### src/rtl/scan_decoder.sv
// Registered one-hot (or one-cold) decoder with enable/blanking and an
// auto-scan mode that walks the active output from 0 up to a programmable last index.
module scan_decoder #(
  parameter int SEL_W      = 4,
  parameter int DIV_W      = 16,
  parameter int ACTIVE_LOW = 0
) (
  input  logic                    clk,
  input  logic                    rst_n,
  input  logic                    en,
  input  logic                    mode,
  input  logic [SEL_W-1:0]        sel_in,
  input  logic                    sel_load,
  input  logic [DIV_W-1:0]        div,
  input  logic [SEL_W-1:0]        last,
  output logic [(1<<SEL_W)-1:0]   out,
  output logic [SEL_W-1:0]        cur_sel,
  output logic                    wrap,
  output logic                    valid
);

  localparam int OUT_W = 1 << SEL_W;
  localparam logic [OUT_W-1:0] ONE_HOT_BASE = OUT_W'(1);
  localparam logic [OUT_W-1:0] INACTIVE     = (ACTIVE_LOW != 0) ? {OUT_W{1'b1}} : {OUT_W{1'b0}};

  logic [SEL_W-1:0] cur_sel_q, cur_sel_d;
  logic [DIV_W-1:0] presc_q, presc_d;
  logic             wrap_q, wrap_d;
  logic             valid_q, valid_d;
  logic             mode_q, mode_d;
  logic [OUT_W-1:0] out_q, out_d;
  logic [OUT_W-1:0] decoded;

  always_comb begin
    cur_sel_d = cur_sel_q;
    presc_d   = presc_q;
    wrap_d    = 1'b0;
    valid_d   = 1'b0;
    mode_d    = mode_q;
    decoded   = '0;
    out_d     = INACTIVE;

    // Disabled: everything frozen (including the mode history) and outputs blanked.
    if (en) begin
      valid_d = 1'b1;
      mode_d  = mode;
      if (sel_load) begin
        cur_sel_d = sel_in;
        presc_d   = '0;
      end else if (mode != mode_q || !mode) begin
        presc_d = '0;
      end else if (presc_q == div) begin
        presc_d = '0;
        if (cur_sel_q >= last) begin
          cur_sel_d = '0;
          wrap_d    = 1'b1;
        end else begin
          cur_sel_d = cur_sel_q + SEL_W'(1);
        end
      end else begin
        presc_d = presc_q + DIV_W'(1);
      end

      // The output is decoded from the next select so it changes on the same edge.
      decoded = ONE_HOT_BASE << cur_sel_d;
      out_d   = (ACTIVE_LOW != 0) ? ~decoded : decoded;
    end
  end

  always_ff @(posedge clk or negedge rst_n) begin
    if (!rst_n) begin
      cur_sel_q <= '0;
      presc_q   <= '0;
      wrap_q    <= 1'b0;
      valid_q   <= 1'b0;
      mode_q    <= 1'b0;
      out_q     <= INACTIVE;
    end else begin
      cur_sel_q <= cur_sel_d;
      presc_q   <= presc_d;
      wrap_q    <= wrap_d;
      valid_q   <= valid_d;
      mode_q    <= mode_d;
      out_q     <= out_d;
    end
  end

  assign out     = out_q;
  assign cur_sel = cur_sel_q;
  assign wrap    = wrap_q;
  assign valid   = valid_q;

endmodule

### config.mk
export PLATFORM = sky130hd
export DESIGN_NAME = scan_decoder
export DESIGN_NICKNAME = d
export VERILOG_FILES = /design/src/rtl/scan_decoder.sv
export SDC_FILE = /design/constraint.sdc
export NUM_CORES = 1
export LEC_CHECK = 0
export ABC_AREA = 1
export CAP_MARGIN = 20
export CORE_MARGIN = 2
export CORE_UTILIZATION = 40
export DETAILED_ROUTE_END_ITERATION = 8
export GPL_TIMING_DRIVEN = 0
export PLACE_DENSITY_LB_ADDON = 0.12
export SYNTH_ARGS = -nofsm -noshare
export SYNTH_HDL_FRONTEND = slang
export SYNTH_SLANG_ARGS = --single-unit
### constraint.sdc
create_clock -name clk -period 2.5 [get_ports clk]
set_input_delay 0.5 -clock clk [delete_from_list [all_inputs] [get_ports clk]]
set_output_delay 0.5 -clock clk [all_outputs]
set_load 0.02 [all_outputs]
Word level (Yosys, flattened, before mapping). Index checks and enable logic that the tools add are counted.

Memory bits (read-only): 0. Latch bits: 0. Bits in writable memories: 0. Logic and storage cells: 29. Memories kept: 0. Register bits: 39. Input bits: 29. Output and inout bits: 22.

Reductions and logical operators: 2. Multiplexer cells: 15. Shifts and indexed selects: 1. Bitwise operators: 0. $mul: 0. Add/subtract/negate cells: 2. Divide/modulo/power cells: 0. Equality and inequality tests: 2. Magnitude comparators: 1.

Operator list (number): two-way mux 16 bit (4); two-way mux 4 bit (5); adder 16 x 1 -> 16 bit, second input constant (1); equality test 16 bit (1); left shift 1 x 4 -> 16 bit, first input constant (1); two-way mux 1 bit (6); adder 4 x 1 -> 4 bit, second input constant (1); >= comparator 4 bit (1); logical NOT 1 bit (1); logical OR 1 bit (1); inequality test 1 bit (1).

Depth between registers and ports, before layout. Gate-level depths: netlist of the first run.

Word-level depth: 8. Depth in mapped cells: 16. Depth with buffers taken out: 16.

Least setup slack after synthesis of the first run. OpenSTA, ideal clock, no wires.

Kind: input-to-reg. Start: in last[1]. End: reg out_q[15] (netlist: out[15]). Buffers on the path: 0. Data arrival time: 1.921 ns. Slack: 0.507 ns. Library setup time: 0.072 ns. Stages on the path: 13. Data required time: 2.428 ns. Cells stage by stage: inv_1 -> ha_1 -> inv_1 -> nor2_1 -> o21bai_1 -> nand2_1 -> nor2_1 -> nor2_1 -> nor2_1 -> nand2_1 -> nand2_1 -> nand3_1 -> nor2_1.

Word-level cells in the longest chain between the ends: 8.

RTL lines: start: declaration (line 15) `input logic [SEL_W-1:0] last,`; >= comparator 4 bit (line 54) `if (cur_sel_q >= last) begin`; two-way mux 4 bit (line 54); two-way mux 4 bit (line 52) `end else if (presc_q == div) begin`; two-way mux 4 bit (line 50) `end else if (mode != mode_q || !mode) begin`; two-way mux 4 bit (line 47) `if (sel_load) begin`; two-way mux 4 bit (line 44) `if (en) begin`; left shift 1 x 4 -> 16 bit (line 65) `decoded = ONE_HOT_BASE << cur_sel_d;`; two-way mux 16 bit (line 44); net out_d[15] (line 31) `logic [OUT_W-1:0] out_q, out_d;`; end signal: assignment (line 84) `out_q <= out_d;`; end: declaration (line 31).

The timed path passes the listed nets, and every way through them passes these cells. The select of a mux whose other input is x is not followed. A chain may end at the register's enable or synchronous reset.

Final worst setup path of the first run.
Start: in last[1]. End: reg out_q[7] (netlist: out[7]).

Same word-level chain as after synthesis.

==> metrics, run 1 <==
Num CTS Buffers=5; setup violators final=0; number of synthesized register bits=39; GRT Util Overall=17.64%; CTS Sinks=39; slowest stage delay, CP=0.45 ns; Fin. Hold Viols=0; Placed Cells incl. Taps=450; Core Box Area=5540 µm²; CTS tree=yes; Synth top area share=42.35%; Congestion Overflow GR=0; area grow syn2layout=29.80%; vias in the first global route=1952; share of cells above drive strength 1=8.786%; 1st-iter DRT viols=79; Logic pwr share=20.8%; share of flip-flops with an asynchronous set or reset=100.0%; Final Max Slew Viols=0; Pint=0.9786 mW; First-pass DRT Iterations=4; leading post-synthesis cells by cell area=dfrtp_1 (42%), nand2_1 (18%), inv_1 (8.0%); worst slew pin tran=0.8596 ns; Syn Area/Cell=7.027 µm²; synthesized area=2305 µm²; post-route ant nets=0; # diodes=0; critical path launch point type=input port; die height=79.91 µm; Total Wirelength=5.261 mm; initial core utilization=41.60%; Final nets=421; vias=2150; Seq/Total Area, Yosys=42.35%; VDD IR max=0.0002352 V; H-tree Lvls=2; GP Congestion=0.8118; Psw=0.4375 mW; Max Fclk=0.4272 GHz; unrepaired setup endpoints after global routing=no; Max-Slew Margin vs Limit=42.69%; initial antenna violation count=0; crit share post-route=93.63%; pwr dens=473.4 nW/µm²; Port Buffers=50; fin cells=459; largest net degree at the start of global routing=40; worst path cell trace=clkdlybuf4s50_1, inv_1, ha_1, inv_1, nor2_1, o21bai_1, nand2_1, nor2_2, nand4_1, a21oi_1, nand3_1, nor2_1; Post-synth EDFFs=0; clk buf depth=2; status=finished, final reports clean; final hold slack=0.3056 ns; number of I/O pins=51; Most used DFF post-synth=dfrtp_1; Max Cap Violations=0; Worst-path clk slew=0.08 ns; row count=27; CTS Hold Bufs=0; drt wl/cell=11.46 µm; synth warn=0; Worst-Skew Late Latency=0.30 ns; Critical Path AT=2.57 ns; min Tclk post-route=2.341 ns; DRC viols=0; sw frac=30.89%; worst hold path class=input port to asynchronous set/reset pin; Clk pwr share=30.8%; die area=6385 µm²; DP Worst Slack=-0.2827 ns; slowest CP cell=clkdlybuf4s50_1; post-synth cell types=27; cell taking the most area after synthesis=dfrtp_1; Sequential Power Share=48.4%; worst-path fanout max=4; post-DP HPWL=3.902 mm; P_leak=1.471 nW; root buf cell=clkbuf_8; setup ws final=0.1592 ns; cell count after synthesis=328; Via-to-Cell Ratio=4.684; skew final=0.007314 ns; CP Class=input port to register; syn_nets=363; width of the die=79.91 µm; critical path required time=2.73 ns; Crit. End Element=register; global-route wire length before repair=8.749 mm
through the flow:
step	utilization [%]	power, mW	area, µm²	TNS [ns]
floorplan	-	0.8571	2305	0
global placement	52.26	0.9871	2895	-4.701
detailed placement	52.17	0.9914	2890	-3.447
CTS	53.82	1.425	2982	0
global route	54.00	1.491	2992	0
finish	54.00	1.416	2992	0
placed cells by master (no fill, tap or decap), types with 2 or more instances in the layout:
| cell | count |
|---|---|
| inv_2 | 3 |
| o22ai_1 | 8 |
| xor2_1 | 3 |
| nand3_1 | 12 |
| nand2_2 | 5 |
| clkbuf_1 | 2 |
| nor2_1 | 42 |
| clkbuf_8 | 5 |
| clkdlybuf4s50_1 | 49 |
| ha_1 | 6 |
| nand4_1 | 4 |
| clkinvlp_4 | 2 |
| xnor2_1 | 3 |
| nand2_1 | 110 |
| o21ai_0 | 11 |
| dfrtp_1 | 39 |
| a21oi_1 | 7 |
| inv_1 | 49 |
| buf_2 | 4 |
| nor2_2 | 9 |
| o21ai_1 | 3 |
state kept, by name (all words and copies together), names as in the netlist:
register / count
presc_q: 16
cur_sel: 4
valid: 1
wrap: 1
mode_q: 1
out: 16
final cells by class:
| class | instances | area (µm²) |
|---|---|---|
| Tap cell | 72 | 90.09 |
| Clock inverter | 3 | 20.02 |
| Timing Repair Buffer | 51 | 503.0 |
| Sequential cell | 39 | 975.9 |
| Multi-Input combinational cell | 232 | 1116 |
| Inverter | 52 | 195.2 |
| Clock buffer | 5 | 68.82 |
| Fill cell | 559 | 2549 |
| Buffer | 5 | 22.52 |
timing repair:
item / CTS / global route
endpoints found under the setup margin: 1 / 16
pin swaps: 0 / 1
cloned: 0 / 0
resized for setup: 1 / 1
setup buffers: 0 / 1
synth_stat cells (all sizes together) (3+ instances only):
master / n
nand4: 4
o21ai: 14
buf: 3
ha: 6
inv: 52
nand2: 116
nor2: 51
dfrtp: 39
o22ai: 8
nand3: 14
a21oi: 8
xnor2: 3
xor2: 3
metal layers:
metal	vias up	GRT usage [%]	wire (µm)	share of wire, %
met5	-	0	0	0
met4	0	6.441	78	1.5
met3	6	3.620	282	5.4
met2	53	27.58	2399	46
met1	960	24.07	2500	48
li1	1131	-	-	-
power groups by stage:
stage | Combinational [mW] | Sequential (mW) | Clock, mW
floorplan | 0.145 | 0.712 | 0
global placement | 0.290 | 0.697 | 0
detailed placement | 0.294 | 0.698 | 0
CTS | 0.296 | 0.686 | 0.443
global route | 0.332 | 0.691 | 0.467
finish | 0.295 | 0.685 | 0.436
final timing paths:
kind	startpoint	endpoint	slack, ns	cells after the start
setup / recovery	last[1]	out[7]	0.16	12
hold / removal	rst_n	presc_q[5]	0.31	1
setup reg to reg	cur_sel[1]	out[7]	0.36	10
hold reg to reg	mode_q	mode_q	0.48	2
max in group asynchronous	rst_n	out[2]	1.65	1
min in group clk	mode_q	mode_q	0.48	2
critical path: cells and delay by family:
kind | cells | cell delay (ns)
simple gates | 6 | 0.77
fa+ha+maj | 1 | 0.29
buf+inv | 3 | 0.55
compound gates | 2 | 0.46
kinds of logic (layout without fill, tap and decap cells):
group	Yosys count	after routing	synth area share (%)
AND/OR/NAND/NOR	186	186	33.93
buffers and inverters	57	116	9.446
flip-flops	39	39	42.35
AO/OA/AOI/OAI	34	34	8.741
adder cells (fa/ha/maj)	6	6	3.257
XOR/XNOR	6	6	2.281
No activity file was read; power rests on OpenSTA's default activity.
==> run 2, diff against run 1 <==
CAP_MARGIN = 15   (was 20)
CTS_BUF_LIST = sky130_fd_sc_hd__clkbuf_2   (was default)
==> run 2 against run 1 <==
- sequential power about the same
- maximum frequency rose by 1.8%
- die area is the same
- cell area is 1.8% lower
- non-clock buffer count fell by 1
- first-iteration DRC count is 3.8% lower
- sequential share of layout area is 0.60 points higher
- final cell count fell by 0.22%
- combinational power hardly changed
- critical endpoint unchanged
- largest cell class unchanged
- largest power group unchanged
==> metrics, run 2 (synthesized netlist as in run 1, its figures left out) <==
Max Cap Violations=0 (unchanged); DP Worst Slack=-0.2827 ns (unchanged); Reg2Reg Depth=10 (unchanged); most frequent cells in the layout=nand2_1 (110), inv_1 (49), clkdlybuf4s50_1 (49); initial core utilization=41.60% (unchanged); Worst-Skew Late Latency=0.40 ns (+0.10 ns); most common cell after layout, fill and taps aside=nand2_1; Reg2Reg Capture Point=out[7]; Final Max Slew Viols=0 (unchanged); pwr dens=430.7 nW/µm² (-9.0%); Final nets=420 (-0.24%); CP Class=input port to register; CTS Hold Bufs=0 (unchanged); Core Box Area=5540 µm² (unchanged); row count=27 (unchanged); initial antenna violation count=0 (unchanged); largest net degree at the start of global routing=40 (unchanged); width of the die=79.91 µm (unchanged); critical path launch point type=input port; setup violators final=0 (unchanged); Worst-path clk slew=0.22 ns (+0.14 ns); GRT Util Overall=17.52% (-0.12 points); Fin. Hold Viols=0 (unchanged); worst slew pin tran=0.8619 ns (+0.002259 ns); worst path bufs/invs=3 (unchanged); reg2reg start=cur_sel[1]; worst hold path class=input port to asynchronous set/reset pin; final hold slack=0.1758 ns (-0.1299 ns); root buf cell=clkbuf_2; global-route wire length before repair=8.687 mm (-0.71%); clk buf depth=2 (unchanged); worst-path fanout max=4 (unchanged); share of cells above drive strength 1=8.290% (-0.50 points); Critical Path AT=2.64 ns (+0.07 ns); min Tclk post-route=2.299 ns (-0.04203 ns); drt wl/cell=11.26 µm (-1.8%); most frequent CP cell=nor2_1; First-pass DRT Iterations=4 (unchanged); vias=2132 (-0.84%); Congestion Overflow GR=0 (unchanged); Crit. End Element=register; vias in the first global route=1943 (-0.46%); number of I/O pins=51 (unchanged); crit share post-route=91.95% (-1.7 points); # diodes=0 (unchanged); r2r setup slk=0.27 ns (-0.09 ns); H-tree Lvls=2 (unchanged); post-DP HPWL=3.902 mm (unchanged); die height=79.91 µm (unchanged); critical path required time=2.85 ns (+0.12 ns); Via-to-Cell Ratio=4.655 (-0.62%); VDD IR max=0.0002044 V (-13%); DRC viols=0 (unchanged); skew final=0.01444 ns (+0.007122 ns); GP Congestion=0.8118 (unchanged); P_leak=1.449 nW (-1.4%); post-CTS setup buffer count=0 (unchanged); die area=6385 µm² (unchanged); CTS Sinks=39 (unchanged); slowest stage delay, CP=0.45 ns (about the same); post-route ant nets=0 (unchanged); Max-Slew Margin vs Limit=42.54% (-0.15 points); status=finished, final reports clean; # fillers=567 (+1.4%); worst path cell trace=clkdlybuf4s50_1, inv_1, ha_1, inv_1, nor2_1, o21bai_1, nand2_1, nor2_1, nand4_1, a21oi_1, nand3_1, nor2_1; Num CTS Buffers=5 (unchanged); Port Buffers=50 (unchanged); CTS tree=yes; setup TNS=0 ns (unchanged); unrepaired setup endpoints after global routing=no; Total Wirelength=5.157 mm (-2.0%); 1st-iter DRT viols=76 (-3.8%); post-cts sizing count=0 (-1); setup ws final=0.2012 ns (+0.04203 ns); slowest CP cell=clkdlybuf4s50_1; area grow syn2layout=27.47%; CP delay by family, top=simple AND/OR/NAND/NOR gates; Max Fclk=0.4350 GHz (+1.8%)
run 2: changes by cell type in the layout (fill, tap and decap cells not counted):
cell,previous run,this run
clkbuf_8,5,0
clkbuf_2,0,5
buf_4,1,0
nor2_1,42,43
nor2_2,9,8
run 2: how the worst max path moves through the flow:
stage / end / cells past startpoint / startpoint / slack [ns]
2_1_floorplan: out[15] / 13 / last[1] / 0.51
3_3_place_gp: out[15] / 14 / last[1] / -0.22
3_5_place_dp: out[7] / 14 / last[1] / -0.28
4_1_cts: out[7] / 14 / last[1] / 0.16
5_1_grt: out[7] / 14 / last[1] / 0.07
6_report: out[7] / 12 / last[1] / 0.20
run 2: through the flow:
| step | total power, mW | instances | utilization (%) | area (µm²) |
|---|---|---|---|---|
| 2_1_floorplan | 0.8571 | 328 | - | 2305 |
| 3_3_place_gp | 0.9871 | 450 | 52.26 | 2895 |
| 3_5_place_dp | 0.9914 | 450 | 52.17 | 2890 |
| 4_1_cts | 1.285 | 458 | 52.98 | 2935 |
| 5_1_grt | 1.353 | 458 | 53.03 | 2938 |
| 6_report | 1.265 | 458 | 53.03 | 2938 |
run 2: metal layers:
layer | wire length, µm | GRT usage (%) | up-vias
met3 | 303 | 4.072 | 5
met1 | 2431 | 23.86 | 948
met2 | 2352 | 27.17 | 53
met5 | 0 | 0 | -
met4 | 70 | 6.271 | 0
li1 | - | - | 1126
run 2: power by group:
group / switching (mW) / internal (mW) / leakage [nW]
clock network: 0.221 / 0.0663 / 0.0250
logic: 0.165 / 0.126 / 0.893
registers: 0.0283 / 0.658 / 0.531
run 2: area by class of cell:
| class | instances | area (µm²) | share of cell area (%) |
|---|---|---|---|
| timing repair buffer | 50 | 495.5 | 16.87 |
| sequential | 39 | 975.9 | 33.22 |
| multi-input combinational | 232 | 1114 | 37.90 |
| clock inverter | 3 | 20.02 | 0.6814 |
| clock buffer | 5 | 25.02 | 0.8518 |
| buffer | 5 | 22.52 | 0.7666 |
| tap | 72 | 90.09 | 3.066 |
| inverter | 52 | 195.2 | 6.644 |
==> run 3, diff against run 2 <==
CAP_MARGIN = 20   (was 15)
TNS_END_PERCENT = 1   (was default)
==> results of run 3 <==
Same layout as run 2: the final DEF is identical, and so are final timing and power.
